### src/rtl/serial_adder_pkg.sv
// Shared definitions for the digit-serial adder: FSM state type and its encoding.
package serial_adder_pkg;

  localparam logic [1:0] ST_IDLE = 2'd0;
  localparam logic [1:0] ST_RUN  = 2'd1;
  localparam logic [1:0] ST_DONE = 2'd2;

  typedef enum logic [1:0] {
    IDLE = ST_IDLE,
    RUN  = ST_RUN,
    DONE = ST_DONE
  } state_t;

endpackage

### src/rtl/fa_cell.sv
// One-bit combinational full adder; chained DIGIT times to form the per-cycle digit adder.
module fa_cell (
  input  logic a,
  input  logic b,
  input  logic ci,
  output logic s,
  output logic co
);

  assign s  = a ^ b ^ ci;
  assign co = (a & b) | (ci & (a ^ b));

endmodule

### src/rtl/serial_adder.sv
// Digit-serial adder: adds DIGIT bits per cycle over WIDTH/DIGIT cycles, LSB digit first.
module serial_adder
  import serial_adder_pkg::*;
#(
  parameter int unsigned WIDTH = 8,
  parameter int unsigned DIGIT = 1
) (
  input  logic             clk,
  input  logic             rst,
  input  logic             start,
  input  logic [WIDTH-1:0] a,
  input  logic [WIDTH-1:0] b,
  input  logic             cin,
  output logic             busy,
  output logic             done,
  output logic [WIDTH-1:0] sum,
  output logic             cout,
  output logic             ovf
);

  localparam int unsigned STEPS = WIDTH / DIGIT;
  localparam int unsigned CW    = $clog2(STEPS + 1);

  state_t           r_state;
  logic [WIDTH-1:0] r_a;
  logic [WIDTH-1:0] r_b;
  logic [WIDTH-1:0] r_ps;
  logic             r_carry;
  logic [CW-1:0]    r_cnt;

  logic [DIGIT:0]   w_c;
  logic [DIGIT-1:0] w_s;
  logic [WIDTH-1:0] w_ps_next;
  logic             w_last;

  assign w_c[0] = r_carry;

  for (genvar g = 0; g < DIGIT; g++) begin : g_fa
    fa_cell u_fa (
      .a  (r_a[g]),
      .b  (r_b[g]),
      .ci (w_c[g]),
      .s  (w_s[g]),
      .co (w_c[g+1])
    );
  end

  // New digit enters at the MSB end; written as shifts so WIDTH == DIGIT needs no special slice.
  assign w_ps_next = (r_ps >> DIGIT) | (WIDTH'(w_s) << (WIDTH - DIGIT));
  assign w_last    = (r_cnt == CW'(STEPS - 1));

  always_ff @(posedge clk) begin
    if (rst) begin
      r_state <= IDLE;
      r_a     <= '0;
      r_b     <= '0;
      r_ps    <= '0;
      r_carry <= 1'b0;
      r_cnt   <= '0;
      busy    <= 1'b0;
      done    <= 1'b0;
      sum     <= '0;
      cout    <= 1'b0;
      ovf     <= 1'b0;
    end else begin
      case (r_state)
        IDLE: begin
          if (start) begin
            r_a     <= a;
            r_b     <= b;
            r_carry <= cin;
            r_ps    <= '0;
            r_cnt   <= '0;
            busy    <= 1'b1;
            r_state <= RUN;
          end
        end
        RUN: begin
          r_a     <= r_a >> DIGIT;
          r_b     <= r_b >> DIGIT;
          r_carry <= w_c[DIGIT];
          r_ps    <= w_ps_next;
          r_cnt   <= r_cnt + CW'(1);
          if (w_last) begin
            // w_c[DIGIT-1] is the carry into the operand MSB on the final digit.
            sum     <= w_ps_next;
            cout    <= w_c[DIGIT];
            ovf     <= w_c[DIGIT] ^ w_c[DIGIT-1];
            busy    <= 1'b0;
            done    <= 1'b1;
            r_state <= DONE;
          end
        end
        DONE: begin
          done    <= 1'b0;
          r_state <= IDLE;
        end
        default: r_state <= IDLE;
      endcase
    end
  end

endmodule

### config.mk
export PLATFORM = sky130hd
export DESIGN_NAME = serial_adder
export DESIGN_NICKNAME = d
export VERILOG_FILES = /design/src/rtl/serial_adder_pkg.sv /design/src/rtl/fa_cell.sv /design/src/rtl/serial_adder.sv
export SDC_FILE = /design/constraint.sdc
export NUM_CORES = 1
export LEC_CHECK = 0
export CAP_MARGIN = 20
export CORE_MARGIN = 5
export CORE_UTILIZATION = 45
export CTS_CLUSTER_SIZE = 8
export DETAILED_ROUTE_END_ITERATION = 12
export HOLD_SLACK_MARGIN = 0.12
export PLACE_DENSITY_LB_ADDON = 0.12
export SYNTH_ARGS = -nofsm -noshare
export SYNTH_HDL_FRONTEND = slang
export SYNTH_SLANG_ARGS = --single-unit
### constraint.sdc
create_clock -name clk -period 1.3 [get_ports clk]
set_input_delay 0.13 -clock clk [delete_from_list [all_inputs] [get_ports clk]]
set_output_delay 0.13 -clock clk [all_outputs]
set_load 0.01 [all_outputs]
==> impl_metrics.toml, run 1 <==
[outcome]
outcome = "finished with violations"
violations = "setup timing"

[cts]
cts_buffer_depth = 2
cts_hold_buf = 0
insertion_delay_ps = 300
clock-root-buffer = "clkbuf_8"
cts_buffers = 5
htreeDepth = 2
cts_tree = "built"
clk_transition_reported_paths_ps = 90
clkSinkCount = 42

[grt]
track_usage = 0.166
antenna_found_initial = 0
grt_max_degree = 19
grt-ovfl-total = 0
grt_pass1_vias = 1376
grt_pass1_wl_mm = 6.57

[route]
vias_per_cell = 5.35
wl_per_cell_um = 15.0
vias = 1428
drtAntennaViolNets = 0
dr.pass1.iters = 4
wirelength_mm = 4.01
drt_first_iter_violations = 139
drc = 0

[finish]
antenna_cells = 0
synthToLayoutAreaGrowth_pct = 38.4
regArea_um2 = 846
finalNetCount = 240
finalInstanceArea_um2 = 2290
multi_input_area_um2 = 785
fill_cells = 312
final_cell_mix = "nor2_1 (39), dfxtp_1 (38), clkdlybuf4s50_1 (19)"
drive_gt1_frac = 0.183
mostFrequentLayoutCell = "nor2_1"
fin_util = 0.634
final_cells = 267

[timing]
fmax_mhz = 727
max-slew-margin-rel = 0.743
tns_ps = -370
period_needed_ps = 1380
fin_ws_ps = -76.4
hold_viol_final = 0
slew_violations = 0
setup_viol = 11
fin_worst_skew_ps = 8.69
fin_crit_sh = 1.06
worst_pin_slew_ps = 383
rsz0062_at_grt = "true"

[yosys]
syn_avg_cell_area_um2 = 9.50
synth_top_cell_area_share = 0.509
synthTopCellsByArea = "dfxtp_1 (51%), nor2_1 (8.9%), o2bb2ai_1 (6.9%)"
synthCells = 174
synth_top_area_cell = "dfxtp_1"
ys_warn_count = 0
yosysSeqAreaShare = 0.509
post_synth_num_cell_types = 31
synth_nets = 196
synthesis.area_um2 = 1650
synth_seq_cells = 42

[floorplanning]
die-area_um2 = 4990
start_util = 0.458
fp-row-count = 22
io_pins = 32
die_width_um = 70.6
fp.dieH_um = 70.6
core_area_um2 = 3610

[placement]
dp_cells = 256
dp_hpwl_mm = 2.70
dpl_cell_area_um2 = 2120
port_buffers = 31
routabilityCongestion = 0.808

[hold_path]
hp-class = "in2reg"
holdPathStages = 3

[setup_path]
ff2ff_path_depth = 6
end_kind = "flop"
timing.critical_path.fanout_max = 6
worstPathRequired_ps = 1490
crit_type = "reg2reg"
critPathLaunchType = "flop"
cp.arrival_ps = 1560

[power]
fin_total_pwr_w = 0.00259
ir_drop_mv = 0.836
leakage_nw = 0.931
powerDensity_nw_per_um2 = 1130

[run]
drv_cap = 0
final cells by class:
type                    instances  share of cell area
clock buffers                   5              0.0301
clock inverters                 3              0.0109
inverters                       2             0.00328
multi-input cells             116               0.343
flip-flops and latches         42               0.370
well taps                      48              0.0263
repair buffers                 51               0.217
cells in the mapped netlist:
cell type and n:
a22oi_1 10, mux2i_1 1, nor3b_1 1, and4b_1 1
a211oi_1 15, inv_2 1, nand2b_1 1, o22ai_1 2
a22o_1 10, dfxtp_1 42, nor3b_2 1, o2bb2ai_1 13
inv_1 1, a21oi_1 3, a31oi_1 1, nand2_1 5
o32a_1 1, nor2_1 39, nor2b_1 1, ha_1 1
xor2_1 1, nand3_1 2, buf_2 6, o21bai_1 1
o21a_1 1, clkbuf_1 8, nor3_1 1, o21ba_2 1
or4_1 1, o21ai_0 1, fa_1 1
power breakdown:
| part | switching [W] | internal, W |
|---|---|---|
| Combinational | 0.000165 | 0.000183 |
| Sequential | 0.0000356 | 0.00134 |
| Clock | 0.000473 | 0.000387 |
sequential cells by signal, indices dropped and copies added, names as in the netlist:
register	cells
r_cnt	4
sum	8
r_b	8
r_carry	1
r_a	8
done	1
cout	1
ovf	1
r_ps	7
busy	1
r_state	2
routing by layer:
layer	up-vias	track usage	part of all wire
met1	672	0.205	0.46
met3	6	0.0540	0.040
li1	722	-	-
met4	0	0.0772	0.021
met5	-	0	0
met2	28	0.263	0.48
metrics by stage:
step / hold slack [ps] / worst slack (ps)
after floorplan: 278 / -16.2
after global placement: 450 / -234
after detailed placement: 454 / -368
after CTS: 459 / -64.7
after global routing: 492 / -150
final: 458 / -76.4
final timing paths:
kind                  from      to  slack (ps)
setup / recovery  r_cnt[0]     ovf         -80
setup reg to reg  r_cnt[0]     ovf         -80
hold reg to reg       busy    busy         470
hold / removal        a[7]  r_a[7]         460
timing repair:
item / 4_1_cts / 5_1_grt
pin swaps: 5 / 2
setup buffers: 2 / 0
endpoints found under the setup margin: 34 / 20
resized for setup: 21 / 4
endpoints found under the hold margin: 0 / 0
gates cloned: 1 / 0
critical path, cell delays in order, from the launching register on:
cell	delay, ps
dfxtp_2	360
ha_4	140
and4b_1	240
buf_6	120
a21oi_4	50
buf_6	140
a22o_1	220
cell families after synthesis:
kind of cell               synth area share
xor gates and xnor gates            0.00530
AOI/OAI and AO/OA                     0.280
DFF                                   0.509
buffers and inverters                0.0409
muxes                               0.00606
adders and majority gates            0.0197
and+or+nand+nor                       0.139
No activity file was read; power rests on OpenSTA's default activity.
==> run 2: changes to the inputs <==
--- a/config.mk
+++ b/config.mk
@@ -8,6 +8,7 @@
 export CAP_MARGIN = 20
 export CORE_MARGIN = 5
 export CORE_UTILIZATION = 45
+export CTS_BUF_LIST = sky130_fd_sc_hd__clkbuf_16
 export CTS_CLUSTER_SIZE = 8
 export DETAILED_ROUTE_END_ITERATION = 12
 export HOLD_SLACK_MARGIN = 0.12
==> run 2 against run 1 <==
  * The flow still finishes with violations (setup timing)
  * Critical path type unchanged
  * Clock skew down 1.2 ps
  * Sequential power hardly changed
  * Largest power group unchanged
  * Design area increased by 4.8%
  * Clock power up 42%
  * Via count up 1.5%
==> impl_metrics.toml, run 2 (same netlist as run 1, synthesis figures left out) <==
[power]
powerDensity_nw_per_um2 = 1240
fin_total_pwr_w = 0.00296
leakage_nw = 1.08
ir_drop_mv = 0.833

[setup_path]
r2r-start = "r_cnt[0]"
critPathLaunchType = "flop"
worstPathRequired_ps = 1470
max_stage_delay_ps = 350
end_kind = "flop"
ff2ff_path_depth = 6
timing.critical_path.fanout_max = 6
crit_path_cell_trace = "ha_4, and4b_2, buf_6, a21oi_4, buf_6, a22o_1"
crit_type = "reg2reg"
reg2reg_to = "ovf"
cp.arrival_ps = 1540
crit_slowest_cell = "dfxtp_2"
rrSetupSlack_ps = -70
worst_path_most_repeated_cell = "buf_6"

[cts]
cts_tree = "built"
htreeDepth = 2
insertion_delay_ps = 280
clock-root-buffer = "clkbuf_16"
cts_buffers = 5
clk_transition_reported_paths_ps = 60
cts_buffer_depth = 2
clkSinkCount = 42

[grt]
grt_max_degree = 19
antenna_found_initial = 0
grt_pass1_vias = 1386
grt-ovfl-total = 0
grt_pass1_wl_mm = 6.57
track_usage = 0.164

[route]
wirelength_mm = 4.08
drt_first_iter_violations = 127
vias_per_cell = 5.37
drtAntennaViolNets = 0
vias = 1449
wl_met3_um = 174
wl_met2_mm = 1.94
routed.top_layer = "met4"
m1WireLength_mm = 1.90
wl_per_cell_um = 15.1
dr.pass1.iters = 4
drc = 0

[outcome]
violations = "setup timing"
outcome = "finished with violations"

[timing]
period_needed_ps = 1370
fin_ws_ps = -74.5
fin_worst_skew_ps = 7.44
fin_crit_sh = 1.06
tns_ps = -507
max-slew-margin-rel = 0.742
worst_pin_slew_ps = 385
hold_viol_final = 0
setup_viol = 11
rsz0062_at_grt = "true"
fmax_mhz = 728
slew_violations = 0

[finish]
drive_gt1_frac = 0.194
final_cell_mix = "nor2_1 (39), dfxtp_1 (38), clkdlybuf4s50_1 (20)"
reg_top3 = "r_a (8), r_b (8), sum (8)"
fin_util = 0.665
synthToLayoutAreaGrowth_pct = 45.0
finalNetCount = 243
final_cells = 270
mostFrequentLayoutCell = "nor2_1"
antenna_cells = 0

[placement]
dp_cells = 256
place_ws_ps = -368
dp_hpwl_mm = 2.70
routabilityCongestion = 0.808
port_buffers = 31

[hold_path]
hp-class = "reg2reg"
min-delay-start = "busy"
holdPathStages = 1
min_to = "busy"

[floorplanning]
core_area_um2 = 3610
die_width_um = 70.6
fp.dieH_um = 70.6
start_util = 0.458
die-area_um2 = 4990
io_pins = 32
fp-row-count = 22

[run]
drv_cap = 0
## run 2: where the power goes
| part | internal (W) | switching, W |
|---|---|---|
| Combinational | 0.000190 | 0.000169 |
| Sequential | 0.00135 | 0.0000353 |
| Clock | 0.000720 | 0.000501 |
| Total | 0.00226 | 0.000705 |
## run 2: worst max-delay path by stage
stage	from	end	slack, ps	depth (start not counted)
2_1_floorplan	r_cnt[1]	cout	-20	5
3_3_place_gp	r_cnt[1]	cout	-230	4
3_5_place_dp	r_cnt[1]	sum[7]	-370	4
4_1_cts	r_cnt[0]	ovf	-60	6
5_1_grt	r_cnt[0]	ovf	-140	6
6_report	r_cnt[0]	ovf	-70	6
## run 2: critical path, delay by kind of cell, from the launching register on
kind | cells | cell delay [ps]
buffers and inverters | 2 | 260
AO/OA/AOI/OAI | 2 | 260
flip-flops | 1 | 350
adder cells (fa/ha/maj) | 1 | 140
AND/OR/NAND/NOR | 1 | 250
## run 2: cell type report
| type | instances | area (um2) |
|---|---|---|
| clock buffers | 5 | 125 |
| clock inverters | 3 | 25.0 |
| fillers | 292 | 1210 |
| inverters | 2 | 7.51 |
| multi-input cells | 116 | 782 |
| flip-flops and latches | 42 | 846 |
| well taps | 48 | 60.1 |
| repair buffers | 54 | 552 |
## run 2: metal layers
metal | up-vias | global-route usage
li1 | 730 | -
met1 | 683 | 0.204
met2 | 29 | 0.268
met3 | 7 | 0.0497
met4 | 0 | 0.0647
met5 | - | 0
## run 2: repair_timing
action,4_1_cts,5_1_grt
pin swaps,5,1
resized for setup,11,15
hold buffers,0,0
setup buffers,5,0
endpoints found under the setup margin,24,35
gates cloned,1,0
## run 2: per-stage QoR
stage | hold WS [ps] | cell area, um2
after detailed placement | 454 | 2120
after floorplan | 278 | 1660
after global routing | 493 | 2400
final | 471 | 2400
after global placement | 450 | 2120
after CTS | 475 | 2360
==> run 3: changes to the inputs <==
--- a/config.mk
+++ b/config.mk
@@ -13,6 +13,7 @@
 export DETAILED_ROUTE_END_ITERATION = 12
 export HOLD_SLACK_MARGIN = 0.12
 export PLACE_DENSITY_LB_ADDON = 0.12
+export REMOVE_ABC_BUFFERS = 1
 export SYNTH_ARGS = -nofsm -noshare
 export SYNTH_HDL_FRONTEND = slang
 export SYNTH_SLANG_ARGS = --single-unit
==> constraint.sdc (replaced) <==
create_clock -name clk -period 1.3 [get_ports clk]
set_input_delay 0.26 -clock clk [delete_from_list [all_inputs] [get_ports clk]]
set_output_delay 0.26 -clock clk [all_outputs]
set_load 0.01 [all_outputs]
==> run 3 against run 2 <==
  * The run still ends with setup timing left
  * Flip-flop and latch count unchanged
  * Setup slack improved by 1.3 ps
  * Largest cell class unchanged
  * Total power increased by 12%
  * Die area unchanged
  * Highest routed layer unchanged
  * Sequential power about the same
  * Critical endpoint is now cout
==> impl_metrics.toml, run 3 (same netlist as run 1, synthesis figures left out) <==
[cts]
clk_transition_reported_paths_ps = 60
cts_buffer_depth = 2
htreeDepth = 2
cts_tree = "built"
clock-root-buffer = "clkbuf_16"
cts_hold_buf = 0
cts_buffers = 5
insertion_delay_ps = 280
clkSinkCount = 42

[finish]
antenna_cells = 0
final_cell_mix = "nor2_1 (39), dfxtp_1 (38), buf_4 (21)"
finalNetCount = 246
mostFrequentLayoutCell = "nor2_1"
drive_gt1_frac = 0.222
reg_top3 = "r_a (8), r_b (8), sum (8)"
fin_util = 0.671
synthToLayoutAreaGrowth_pct = 46.4

[timing]
rsz0062_at_grt = "true"
hold_viol_final = 0
slew_violations = 0
fin_crit_sh = 1.06
fin_ws_ps = -73.2
max-slew-margin-rel = 0.750
fmax_mhz = 728
setup_viol = 13
worst_pin_slew_ps = 374
fin_worst_skew_ps = 5.18
period_needed_ps = 1370

[floorplanning]
fp-row-count = 22
die-area_um2 = 4990
io_pins = 32
core_area_um2 = 3610
fp.dieH_um = 70.6
die_width_um = 70.6
start_util = 0.458

[placement]
dp_hpwl_mm = 2.65
place_ws_ps = -214
port_buffers = 31
routabilityCongestion = 0.731

[setup_path]
max_stage_delay_ps = 340
cp.arrival_ps = 1540
critPathLaunchType = "flop"
end_kind = "flop"
worstPathRequired_ps = 1470
crit_type = "reg2reg"
crit_buf_inv = 1
timing.critical_path.fanout_max = 7
path_depth = 5
crit_path_cell_trace = "ha_4, and4b_2, nor3b_4, buf_6, a22o_1"
ff2ff_path_depth = 5
crit_family = "simple AND/OR/NAND/NOR gates"
crit_slowest_cell = "dfxtp_2"

[outcome]
violations = "setup timing"
outcome = "finished with violations"

[power]
powerDensity_nw_per_um2 = 1360
ir_drop_mv = 0.699
leakage_nw = 0.992

[route]
vias = 1463
dr.pass1.iters = 4
drc = 0
vias_per_cell = 5.36
drtAntennaViolNets = 0
wl_per_cell_um = 14.1
drt_first_iter_violations = 102
wirelength_mm = 3.84

[grt]
grt_pass1_wl_mm = 6.71
grt-ovfl-total = 0
track_usage = 0.167
grt_pass1_vias = 1481
grt_max_degree = 18
antenna_found_initial = 0

[hold_path]
hp-class = "reg2reg"
holdPathStages = 1

[run]
drv_cap = 0
-- run 3: final cells by class --
class	count	area, um2
flip-flops and latches	42	848
inverters	2	7.51
fillers	294	1190
clock buffers	5	125
well taps	48	60.1
clock inverters	3	68.8
multi-input cells	116	792
repair buffers	57	518
-- run 3: metrics by stage --
step / hold WS (ps) / TNS (ps) / power (W) / std cells / area (um2)
floorplan: 329 / -6050 / 0.00155 / 160 / 1590
global placement: 453 / -4130 / 0.00173 / 262 / 2150
detailed placement: 458 / -5740 / 0.00174 / 262 / 2150
CTS: 470 / -584 / 0.00333 / 273 / 2390
global route: 489 / -1200 / 0.00344 / 273 / 2420
finish: 467 / -636 / 0.00330 / 273 / 2420
-- run 3: worst paths after layout --
| check | from | to | slack, ps |
|---|---|---|---|
| worst min-delay path | sum[1] | sum[1] | 470 |
| worst max register to register | r_cnt[1] | cout | -70 |
| worst max-delay path | r_cnt[1] | cout | -70 |
| worst min register to register | sum[1] | sum[1] | 470 |
-- run 3: what timing repair did --
action | CTS | global route
setup buffers | 3 | 2
gates cloned | 0 | 0
setup endpoints to repair | 27 | 36
pin swaps | 10 | 7
gates resized for setup | 23 | 9
-- run 3: worst register-to-register path: stages, from the launching register on --
cell and delay, ps:
dfxtp_2 340, ha_4 160, and4b_2 250, nor3b_4 170, buf_6 140, a22o_1 210
-- run 3: report_power, final --
group          switching [W]  leakage, nW  internal [W]  total, W
Combinational       0.000158        0.553      0.000183  0.000340
Sequential         0.0000376        0.345       0.00134   0.00138
Clock               0.000477       0.0940       0.00110   0.00158
Total               0.000672        0.992       0.00263   0.00330
-- run 3: metal layers --
layer  track usage  routed length (um)  up-vias
met3        0.0412                 159        5
met1         0.212                1770      682
met4        0.0564                  39        0
met2         0.277                1870       37
met5             0                   0        -
li1              -                   -      739
